[src/rtl/defs.vh]
// defs.vh: project-wide build constants shared by the RTL.
`ifndef DEFS_VH
`define DEFS_VH

// SDRAM data word width (must be even; the top splits it into high/low bytes).
`define DEFS_WORD_WIDTH 16

`endif

[src/rtl/lc_pkg.sv]
// lc_pkg: shared types and defaults for the DRAM-to-UART dump block.
// Optional feature macro: DUMP_CHECKSUM_EN (adds the ST_CHK state).
package lc_pkg;

    localparam int LC_ADDR_WIDTH  = 25;
    localparam int LC_COUNT_WIDTH = 16;
    localparam int LC_SUM_WIDTH   = 16;

    typedef enum logic [2:0] {
        ST_IDLE      = 3'd0,
        ST_REQ       = 3'd1,
        ST_WAIT_DATA = 3'd2,
        ST_SEND_HI   = 3'd3,
        ST_WAIT_HI   = 3'd4,
        ST_SEND_LO   = 3'd5,
        ST_WAIT_LO   = 3'd6
`ifdef DUMP_CHECKSUM_EN
        , ST_CHK     = 3'd7
`endif
    } dump_state_t;

    typedef enum logic [1:0] {
        HS_IDLE = 2'd0,
        HS_FALL = 2'd1,
        HS_RISE = 2'd2
    } hs_state_t;

    typedef struct packed {
        dump_state_t dump;
        hs_state_t   hs;
    } dbg_t;

endpackage

[src/rtl/uart_byte_handshake.sv]
// uart_byte_handshake: sends one byte over the tx_start_n/tx_ready pair.
// launch pulses when the byte is accepted; complete pulses when tx_ready
// has gone low and come back high, i.e. the transmitter finished the byte.
module uart_byte_handshake
    import lc_pkg::*;
(
    input  logic       clk,
    input  logic       rst,
    input  logic       go,
    input  logic [7:0] byte_in,
    input  logic       tx_ready,
    output logic       tx_start_n,
    output logic [7:0] tx_byte,
    output logic       launch,
    output logic       complete,
    output hs_state_t  hs_state
);

    hs_state_t state, next_state;

    assign hs_state = state;

    // State register.
    always_ff @(posedge clk or negedge rst) begin
        if (!rst) state <= HS_IDLE;
        else      state <= next_state;
    end

    // Next state: start when idle and ready, then see ready fall and rise.
    always_comb begin
        next_state = state;
        launch     = 1'b0;
        complete   = 1'b0;
        case (state)
            HS_IDLE: if (go && tx_ready) begin
                launch     = 1'b1;
                next_state = HS_FALL;
            end
            HS_FALL: if (!tx_ready) next_state = HS_RISE;
            HS_RISE: if (tx_ready) begin
                complete   = 1'b1;
                next_state = HS_IDLE;
            end
            default: next_state = HS_IDLE;
        endcase
    end

    // Registered strobe and byte; the byte holds until the next launch.
    always_ff @(posedge clk or negedge rst) begin
        if (!rst) begin
            tx_start_n <= 1'b1;
            tx_byte    <= 8'h00;
        end else begin
            tx_start_n <= ~launch;
            if (launch) tx_byte <= byte_in;
        end
    end

endmodule

[src/rtl/dram_uart_dump.sv]
// dram_uart_dump: reads word_count words from SDRAM starting at base_addr and
// sends each one to the UART, high byte first. One read is outstanding at a
// time; the next read waits until the low byte has gone out.
// Optional feature macro: DUMP_CHECKSUM_EN appends a 16-bit sum of all words
// (high byte, then low byte) before done.
//
// Handshakes: a read is one mem_refresh strobe with mem_addr held until the
// first cycle of mem_data_ready, when mem_data is taken. A byte is offered
// only while tx_ready=1 with a one-cycle tx_start_n=0, and is finished once
// tx_ready has dropped and risen again.
`include "defs.vh"

module dram_uart_dump
    import lc_pkg::*;
#(
    parameter int WORD_WIDTH = `DEFS_WORD_WIDTH,
    parameter int ADDR_WIDTH = LC_ADDR_WIDTH
) (
    input  logic                  clk,
    input  logic                  rst,
    input  logic                  start,
    input  logic [ADDR_WIDTH-1:0] base_addr,
    input  logic [15:0]           word_count,
    input  logic                  mem_ready,
    output logic                  mem_refresh,
    output logic [ADDR_WIDTH-1:0] mem_addr,
    output logic                  mem_write_en,
    input  logic [WORD_WIDTH-1:0] mem_data,
    input  logic                  mem_data_ready,
    output logic [7:0]            tx_byte,
    output logic                  tx_start_n,
    input  logic                  tx_ready,
    output logic                  busy,
    output logic                  done,
    output dbg_t                  dbg_state
);

    dump_state_t state, next_state;

    logic [LC_COUNT_WIDTH-1:0] count_q, index_q, index_inc;
    logic [WORD_WIDTH-1:0]     word_q;
    logic                      accept, capture, word_done, finish;
    logic                      hs_go, hs_launch, hs_complete;
    logic [7:0]                hs_byte;
    hs_state_t                 hs_state;

`ifdef DUMP_CHECKSUM_EN
    logic [LC_SUM_WIDTH-1:0] sum_q, word16;
    logic [1:0]              chk_step;
    logic                    chk_adv;
    assign word16 = LC_SUM_WIDTH'(mem_data);
`endif

    assign index_inc    = index_q + LC_COUNT_WIDTH'(1);
    assign mem_refresh  = (state == ST_REQ);
    assign mem_write_en = 1'b0;
    assign busy         = (state != ST_IDLE);
    assign dbg_state    = '{dump: state, hs: hs_state};

    // State register.
    always_ff @(posedge clk or negedge rst) begin
        if (!rst) state <= ST_IDLE;
        else      state <= next_state;
    end

    // Next state and per-cycle control strobes.
    always_comb begin
        next_state = state;
        accept     = 1'b0;
        capture    = 1'b0;
        word_done  = 1'b0;
        finish     = 1'b0;
        hs_go      = 1'b0;
        hs_byte    = word_q[WORD_WIDTH-1 -: 8];
`ifdef DUMP_CHECKSUM_EN
        chk_adv    = 1'b0;
`endif
        case (state)
            ST_IDLE: if (start && mem_ready) begin
                accept = 1'b1;
                if (word_count == '0) begin
`ifdef DUMP_CHECKSUM_EN
                    next_state = ST_CHK;
`else
                    finish = 1'b1;
`endif
                end else begin
                    next_state = ST_REQ;
                end
            end
            ST_REQ: next_state = ST_WAIT_DATA;
            ST_WAIT_DATA: if (mem_data_ready) begin
                capture    = 1'b1;
                next_state = ST_SEND_HI;
            end
            ST_SEND_HI: begin
                hs_go = 1'b1;
                if (hs_launch) next_state = ST_WAIT_HI;
            end
            ST_WAIT_HI: if (hs_complete) next_state = ST_SEND_LO;
            ST_SEND_LO: begin
                hs_go   = 1'b1;
                hs_byte = word_q[7:0];
                if (hs_launch) next_state = ST_WAIT_LO;
            end
            ST_WAIT_LO: if (hs_complete) begin
                word_done = 1'b1;
                if (index_inc == count_q) begin
`ifdef DUMP_CHECKSUM_EN
                    next_state = ST_CHK;
`else
                    next_state = ST_IDLE;
                    finish     = 1'b1;
`endif
                end else begin
                    next_state = ST_REQ;
                end
            end
`ifdef DUMP_CHECKSUM_EN
            // Steps: 0 send high, 1 wait high, 2 send low, 3 wait low.
            ST_CHK: begin
                hs_byte = chk_step[1] ? sum_q[7:0] : sum_q[15:8];
                if (!chk_step[0]) begin
                    hs_go = 1'b1;
                    if (hs_launch) chk_adv = 1'b1;
                end else if (hs_complete) begin
                    if (chk_step[1]) begin
                        next_state = ST_IDLE;
                        finish     = 1'b1;
                    end else begin
                        chk_adv = 1'b1;
                    end
                end
            end
`endif
            default: next_state = ST_IDLE;
        endcase
    end

    // Datapath: latch the job, track index/address, capture words, pulse done.
    always_ff @(posedge clk or negedge rst) begin
        if (!rst) begin
            mem_addr <= '0;
            count_q  <= '0;
            index_q  <= '0;
            word_q   <= '0;
            done     <= 1'b0;
`ifdef DUMP_CHECKSUM_EN
            sum_q    <= '0;
            chk_step <= '0;
`endif
        end else begin
            done <= finish;
            if (accept) begin
                mem_addr <= base_addr;
                count_q  <= word_count;
                index_q  <= '0;
`ifdef DUMP_CHECKSUM_EN
                sum_q    <= '0;
                chk_step <= '0;
`endif
            end
            if (capture) begin
                word_q <= mem_data;
`ifdef DUMP_CHECKSUM_EN
                sum_q  <= sum_q + word16;
`endif
            end
            if (word_done) begin
                index_q  <= index_inc;
                mem_addr <= mem_addr + ADDR_WIDTH'(1);
            end
`ifdef DUMP_CHECKSUM_EN
            if (chk_adv) chk_step <= chk_step + 2'd1;
`endif
        end
    end

    uart_byte_handshake u_hs (
        .clk        (clk),
        .rst        (rst),
        .go         (hs_go),
        .byte_in    (hs_byte),
        .tx_ready   (tx_ready),
        .tx_start_n (tx_start_n),
        .tx_byte    (tx_byte),
        .launch     (hs_launch),
        .complete   (hs_complete),
        .hs_state   (hs_state)
    );

endmodule

[config.mk]
export PLATFORM = sky130hd
export DESIGN_NAME = dram_uart_dump
export DESIGN_NICKNAME = d
export VERILOG_FILES = /design/src/rtl/lc_pkg.sv /design/src/rtl/uart_byte_handshake.sv /design/src/rtl/dram_uart_dump.sv
export VERILOG_INCLUDE_DIRS = /design/src /design/src/rtl
export SDC_FILE = /design/constraint.sdc
export NUM_CORES = 1
export LEC_CHECK = 0
export BUFFER_PORTS_ARGS = -buffer_cell sky130_fd_sc_hd__buf_2
export CAP_MARGIN = 25
export CORE_MARGIN = 2
export CORE_UTILIZATION = 56
export CTS_BUF_LIST = sky130_fd_sc_hd__clkbuf_8
export CTS_CLUSTER_DIAMETER = 50
export DETAILED_ROUTE_END_ITERATION = 12
export GPL_TIMING_DRIVEN = 0
export PLACE_DENSITY = 0.82
export REMOVE_ABC_BUFFERS = 1
export SLEW_MARGIN = 20
export SYNTH_ARGS = -nofsm -noshare
export SYNTH_HDL_FRONTEND = slang
export SYNTH_SLANG_ARGS = --single-unit
[constraint.sdc]
create_clock -name clk -period 2.14 [get_ports clk]
set_input_delay 0 -clock clk [delete_from_list [all_inputs] [get_ports clk]]
set_output_delay 0 -clock clk [all_outputs]
set_load 0.02 [all_outputs]
# Word-level counts from Yosys, hierarchy flattened
# Index checks and enable logic that the tools add are counted.
[op_classes]
addsub = 2
n_eq_ne = 19
muxes = 34
bitwise = 1
reduce_logical = 10
[op_table]
columns = ["cell", "count"]
rows = [
  ["25-bit two-way mux", 2],
  ["16-bit two-way mux", 2],
  ["25-bit by 1-bit adder with 25-bit output (second input constant)", 1],
  ["3-bit two-way mux", 7],
  ["3-bit case mux with 7 select lines", 1],
  ["16-bit by 1-bit adder with 16-bit output (second input constant)", 1],
  ["16-bit equality test", 1],
  ["16-bit logical NOT", 1],
  ["1-bit two-way mux", 16],
  ["2-bit inequality test (second input constant)", 7],
  ["3-bit equality test (second input constant)", 3],
  ["8-bit two-way mux", 1],
  ["7-bit AND reduction", 1],
  ["3-bit by 2-bit equality test with 1-bit output (second input constant)", 2],
  ["2-bit two-way mux", 3],
  ["2-bit by 1-bit inequality test with 1-bit output (second input constant)", 3],
  ["2-bit case mux with 3 select lines", 1],
  ["3-bit by 1-bit equality test with 1-bit output (second input constant)", 1],
  ["3-bit logical NOT", 1],
  ["3-bit AND reduction", 1],
  ["3-bit nonzero test", 1],
  ["2-bit by 1-bit equality test with 1-bit output (second input constant)", 1],
  ["2-bit equality test (second input constant)", 1],
  ["1-bit logical AND", 2],
  ["other kinds (5)", 5],
]
[word_totals]
regBits = 88
inputBits = 63
output_inout_bits = 43

# Logic depth before layout (Yosys ltp)
[logic_depth]
ltp_word = 8
mapped_depth = 8
ltp_nobuf = 7

# By module
# A second synthesis with hierarchy kept.
[unflattened]
hier_cells = 514
hier_area_um2 = 4775.8
[by_module_without_submodules]
columns = ["module", "instances", "cells_each", "area_per_inst_um2", "seq_area_each_um2"]
rows = [
  ["dram_uart_dump", 1, 487, 4355.4, 1926.8],
  ["uart_byte_handshake", 1, 27, 420.4, 276.5],
]

# Worst setup path before layout
# No wires, ideal clock.
[synth_path]
path_kind = "flip-flop to flip-flop"
startpoint = "register state[2]"
endpoint = "register mem_addr[24]"
setup_ns = 0.125
t_arrival_ns = 1.874
path_slack_ns = 0.141
stages_incl_launch_ff = 8
n_path_buf = 3
path_cell_list = "dfrtp_1 -> buf_6 -> or3_4 -> or2_4 -> buf_2 -> buf_2 -> o32ai_1 -> nor2_1"
[synth_via]
elab_chain_cells = 3
elab_cells_between_ends = 6
[synth_rtl]
columns = ["item", "line", "source"]
rows = [
  ["start, declared", "dram_uart_dump.sv:38", "dump_state_t state, next_state;"],
  ["start signal, assigned", "dram_uart_dump.sv:63", "else state <= next_state;"],
  ["3-bit equality test or 3-bit logical NOT (tied branches)", "dram_uart_dump.sv:78", "case (state)"],
  ["1-bit two-way mux", "dram_uart_dump.sv:78", ""],
  ["25-bit two-way mux or 2-bit nonzero test (tied branches)", "--", ""],
  ["end signal, assigned", "dram_uart_dump.sv:155", "mem_addr <= base_addr;"],
  ["end signal, assigned", "dram_uart_dump.sv:171", "mem_addr <= mem_addr + ADDR_WIDTH'(1);"],
  ["end, declared", "dram_uart_dump.sv:26", "output logic [ADDR_WIDTH-1:0] mem_addr,"],
]
# Parallel ways exist; a longest one is shown, timed or not.
# A chain may end at the register's enable or synchronous reset.

# Worst setup path in the final report
[layout_path]
startpoint = "register state[1]"
endpoint = "register mem_addr[21]"
# The elaborated chain is that of the path after synthesis.

==> impl_summary.log <==
[metrics] Chip Width: 96.4 um
[metrics] worst vdd rail ir drop: 0.854 mV
[metrics] Worst Setup SP: state[1]$_DFFE_PN0P_
[metrics] share of post-route cells with drive strength above 1: 29.9%
[metrics] Post-synth EDFFs: 0
[metrics] CTS sink cnt: 88
[metrics] Cell Area, Synth: 4780 um2
[metrics] Post-Route Hold Slack: 0.122 ns
[metrics] clk buf depth: 2
[metrics] count of vias placed by the detailed router: 5071
[metrics] Reg2Reg Capture Point: mem_addr[21]$_DFFE_PN0P_
[metrics] synthesis-to-finish area growth: 34.9%
[metrics] fraction of the yosys area taken by sequential cells: 46.1%
[metrics] max_cap viols: 0
[metrics] clk slew on worst S/H paths: 0.10 ns
[metrics] initial antenna violation count: 0
[metrics] post-route fraction of the period consumed by the critical path: 98.4%
[metrics] area share of xor/xnor cells in the synthesized design: 3.85%
[metrics] number of DRC violations after detailed-routing iteration 0: 591
[metrics] number of top-level design ports: 106
[metrics] number of levels in the clock H-tree: 3
[metrics] flop2flop setup slack: 0.03 ns
[metrics] ratio of routed vias to standard cells: 6.28
[metrics] source of the worst register-to-register timing path: state[1]$_DFFE_PN0P_
[metrics] clock tree from TritonCTS: done
[metrics] transition time at the pin with the least slew margin: 0.756 ns
[metrics] Worst-Skew Late Latency: 0.36 ns
[metrics] post-detailed-route count of antenna-violating nets: 0
[metrics] via count of the first global-routing pass: 4700
[metrics] Post-Layout Cell Count: 808
[metrics] placer congestion estimate: 0.893
[metrics] worst-case reg-to-reg path depth: 6
[metrics] number of optimization iterations in the first detailed-route pass: 7
[metrics] std cell rows: 33
[metrics] overflow left after global routing: 0
[metrics] per-instance average area after synthesis: 9.08 um2
[metrics] arrival time of the worst setup path: 2.38 ns
[metrics] worst hold path type: input port to async pin
[metrics] final critical delay including setup and external delays: 2.11 ns
[metrics] static leakage: 2.95 nW
[metrics] pin count of the biggest net entering global routing: 57
[metrics] number of DRC violations after detailed routing: 0
[metrics] detailed placer's ending HPWL: 8.34 mm
[metrics] Total Wirelength: 15.7 mm
[metrics] IO Port Bufs: 104
[metrics] most used flip-flop cell after synthesis: sky130_fd_sc_hd__dfrtp_1
[metrics] main combinational cell family by area after synthesis: simple AND/OR/NAND/NOR gates
[metrics] synthesized-area fraction occupied by and/or/nand/nor cells: 25.0%
[metrics] Synth cell types: 68
[metrics] CP Max Fanout: 11
[metrics] total track usage: 32.1%
[metrics] final setup violating endpoints: 0
[metrics] Final Hold Vio Count: 0
[metrics] routed wire length per instance: 19.4 um
[metrics] area of the core: 8260 um2
[metrics] net count reported at finish: 763
[metrics] number of synthesized register bits: 88
[metrics] endpoint type of the worst setup path: register
[metrics] number of diodes: 0
[metrics] worst slew margin relative to its limit: 49.5%
[metrics] share of synthesized flip-flops with an asynchronous set or reset: 100%
[metrics] Max Transition Viols Final: 0
[metrics] first-pass GRT wire length: 22.6 mm
[metrics] gate count of the mapped netlist: 526
[metrics] Die Area: 9290 um2
[metrics] required time at the worst-slack endpoint: 2.42 ns
[metrics] number of clock buffers inserted by TritonCTS: 9
[metrics] outcome: completed
[metrics] P per Cell Area: 1150 nW/um2
[metrics] placed cell count: 707
[metrics] maximum frequency from static timing analysis: 0.475 GHz
[metrics] Final Skew: 0.0154 ns
[metrics] mux contribution to synthesized area: 5.45%
[metrics] adder and majority gate portion of the synthesized area: 0.524%
[metrics] final total negative setup slack: 0 ns
[metrics] startpoint type of the worst setup path: register
[metrics] Setup Crit Path Kind: register to register
[metrics] Initial Utilization: 57.9%
[metrics] die height: 96.4 um
[metrics] root cell of the clock tree: sky130_fd_sc_hd__clkbuf_8
[metrics] Final Total Pwr: 7.41 mW
[metrics] Synth Area in Compound Gates: 14.9%
[metrics] count of synthesis-stage warnings from yosys: 0
[area by class of cell]
type	instances	area, um2
tap	105	131
inverter	9	33.8
fill	505	1810
clock inverter	7	76.3
clock buffer	9	124
sequential	88	2220
multi-input combinational	402	2530
timing repair buffer	188	1330
[synthesized netlist by cell type (4+ instances only)]
| library cell | count | area share, % |
|---|---|---|
| sky130_fd_sc_hd__nand4_1 | 12 | 1.6 |
| sky130_fd_sc_hd__a311oi_1 | 8 | 1.5 |
| sky130_fd_sc_hd__nand2b_1 | 5 | 0.65 |
| sky130_fd_sc_hd__o31ai_1 | 9 | 1.4 |
| sky130_fd_sc_hd__mux2i_1 | 8 | 1.7 |
| sky130_fd_sc_hd__xor2_1 | 6 | 1.1 |
| sky130_fd_sc_hd__a31oi_1 | 4 | 0.52 |
| sky130_fd_sc_hd__nor3_1 | 6 | 0.63 |
| sky130_fd_sc_hd__nand2_1 | 106 | 8.3 |
| sky130_fd_sc_hd__o22ai_1 | 6 | 0.79 |
| sky130_fd_sc_hd__buf_2 | 11 | 1.2 |
| sky130_fd_sc_hd__xnor2_1 | 15 | 2.7 |
| sky130_fd_sc_hd__a211oi_1 | 6 | 0.94 |
| sky130_fd_sc_hd__mux2_2 | 16 | 3.8 |
| sky130_fd_sc_hd__dfrtp_1 | 87 | 46 |
| sky130_fd_sc_hd__inv_1 | 9 | 0.71 |
| sky130_fd_sc_hd__o21ai_1 | 4 | 0.42 |
| sky130_fd_sc_hd__nor4_1 | 8 | 1.0 |
| sky130_fd_sc_hd__and3_1 | 10 | 1.3 |
| sky130_fd_sc_hd__o21ai_0 | 39 | 4.1 |
| sky130_fd_sc_hd__a21oi_1 | 11 | 1.2 |
| sky130_fd_sc_hd__nand3_1 | 19 | 2.0 |
| sky130_fd_sc_hd__nor2_1 | 43 | 3.4 |
| sky130_fd_sc_hd__clkbuf_1 | 15 | 1.2 |
[report_power, final]
part / internal (mW) / switching [mW]
Combinational: 1.31 / 1.86
Sequential: 2.33 / 0.716
Clock: 0.550 / 0.647
[layout by cell type (no fill, tap or decap), types with 8 or more instances in the layout]
cell type and instances:
sky130_fd_sc_hd__nand2_1 106, sky130_fd_sc_hd__buf_2 103, sky130_fd_sc_hd__dfrtp_1 75, sky130_fd_sc_hd__dlygate4sd3_1 59, sky130_fd_sc_hd__nor2_1 42, sky130_fd_sc_hd__o21ai_0 39, sky130_fd_sc_hd__buf_4 23, sky130_fd_sc_hd__nand3_1 17
sky130_fd_sc_hd__mux2_2 16, sky130_fd_sc_hd__xnor2_1 15, sky130_fd_sc_hd__nand4_1 12, sky130_fd_sc_hd__a21oi_1 11, sky130_fd_sc_hd__dfrtp_2 11, sky130_fd_sc_hd__and3_1 10, sky130_fd_sc_hd__inv_1 9, sky130_fd_sc_hd__o31ai_1 9
sky130_fd_sc_hd__clkbuf_8 9, sky130_fd_sc_hd__a311oi_1 8, sky130_fd_sc_hd__mux2i_1 8
[how the worst max path moves through the flow]
| stage | depth (start not counted) | end | slack (ns) |
|---|---|---|---|
| floorplan | 5 | mem_addr[10]$_DFFE_PN0P_ | -1.18 |
| detailed placement | 5 | mem_addr[15]$_DFFE_PN0P_ | -0.45 |
| CTS | 6 | mem_addr[21]$_DFFE_PN0P_ | 0.006 |
| global route | 6 | mem_addr[21]$_DFFE_PN0P_ | -0.03 |
| finish | 6 | mem_addr[21]$_DFFE_PN0P_ | 0.03 |
| global placement | 5 | mem_addr[15]$_DFFE_PN0P_ | -2.77 |
[sequential cells by signal, summed over array words and instances, names as in the netlist]
name             cells
mem_addr            25
count_q             16
index_q             16
word_q              16
u_hs.tx_byte         8
state                3
u_hs.hs_state        2
done                 1
u_hs.tx_start_n      1
[metrics by stage]
step	area, um2	worst slack (ns)	utilization [%]
2_1_floorplan	4620	-1.18	-
3_3_place_gp	5270	-2.77	63.8
3_5_place_dp	5340	-0.452	64.6
4_1_cts	6190	0.00599	75.0
5_1_grt	6450	-0.0282	78.1
6_report	6450	0.0337	78.1
[metal layers]
layer  vias to the layer above  track usage [%]  wire, um
li1                       2220                -         -
met1                      2415             41.2      5610
met2                       351             52.5      7750
met3                        85             6.05      1570
met4                         0             15.7       760
met5                         -                0         0
[cell families (layout without fill, tap and decap cells)]
family,after synthesis,in the layout
adders and majority gates,2,2
buffers and inverters,41,213
muxes,24,24
other,1,1
DFF,88,88
and+or+nand+nor,240,245
AOI/OAI and AO/OA,109,109
xor gates and xnor gates,21,21
[repair_timing]
item / in CTS / in global routing
pin swaps: 5 / 4
buffers inserted: 2 / 19
setup endpoints to repair: 30 / 30
hold buffers: 59 / 0
gates resized for setup: 10 / 21
hold endpoints to repair: 91 / 0
gates cloned: 2 / 3
[critical path, stage by stage, from the launching register on]
cell and delay (ns):
sky130_fd_sc_hd__dfrtp_2 0.51, sky130_fd_sc_hd__nand2_4 0.12, sky130_fd_sc_hd__or3_4 0.48, sky130_fd_sc_hd__nor3_4 0.36
sky130_fd_sc_hd__and3_4 0.27, sky130_fd_sc_hd__a311oi_1 0.11, sky130_fd_sc_hd__a211oi_2 0.17
No activity file was read; power rests on OpenSTA's default activity.
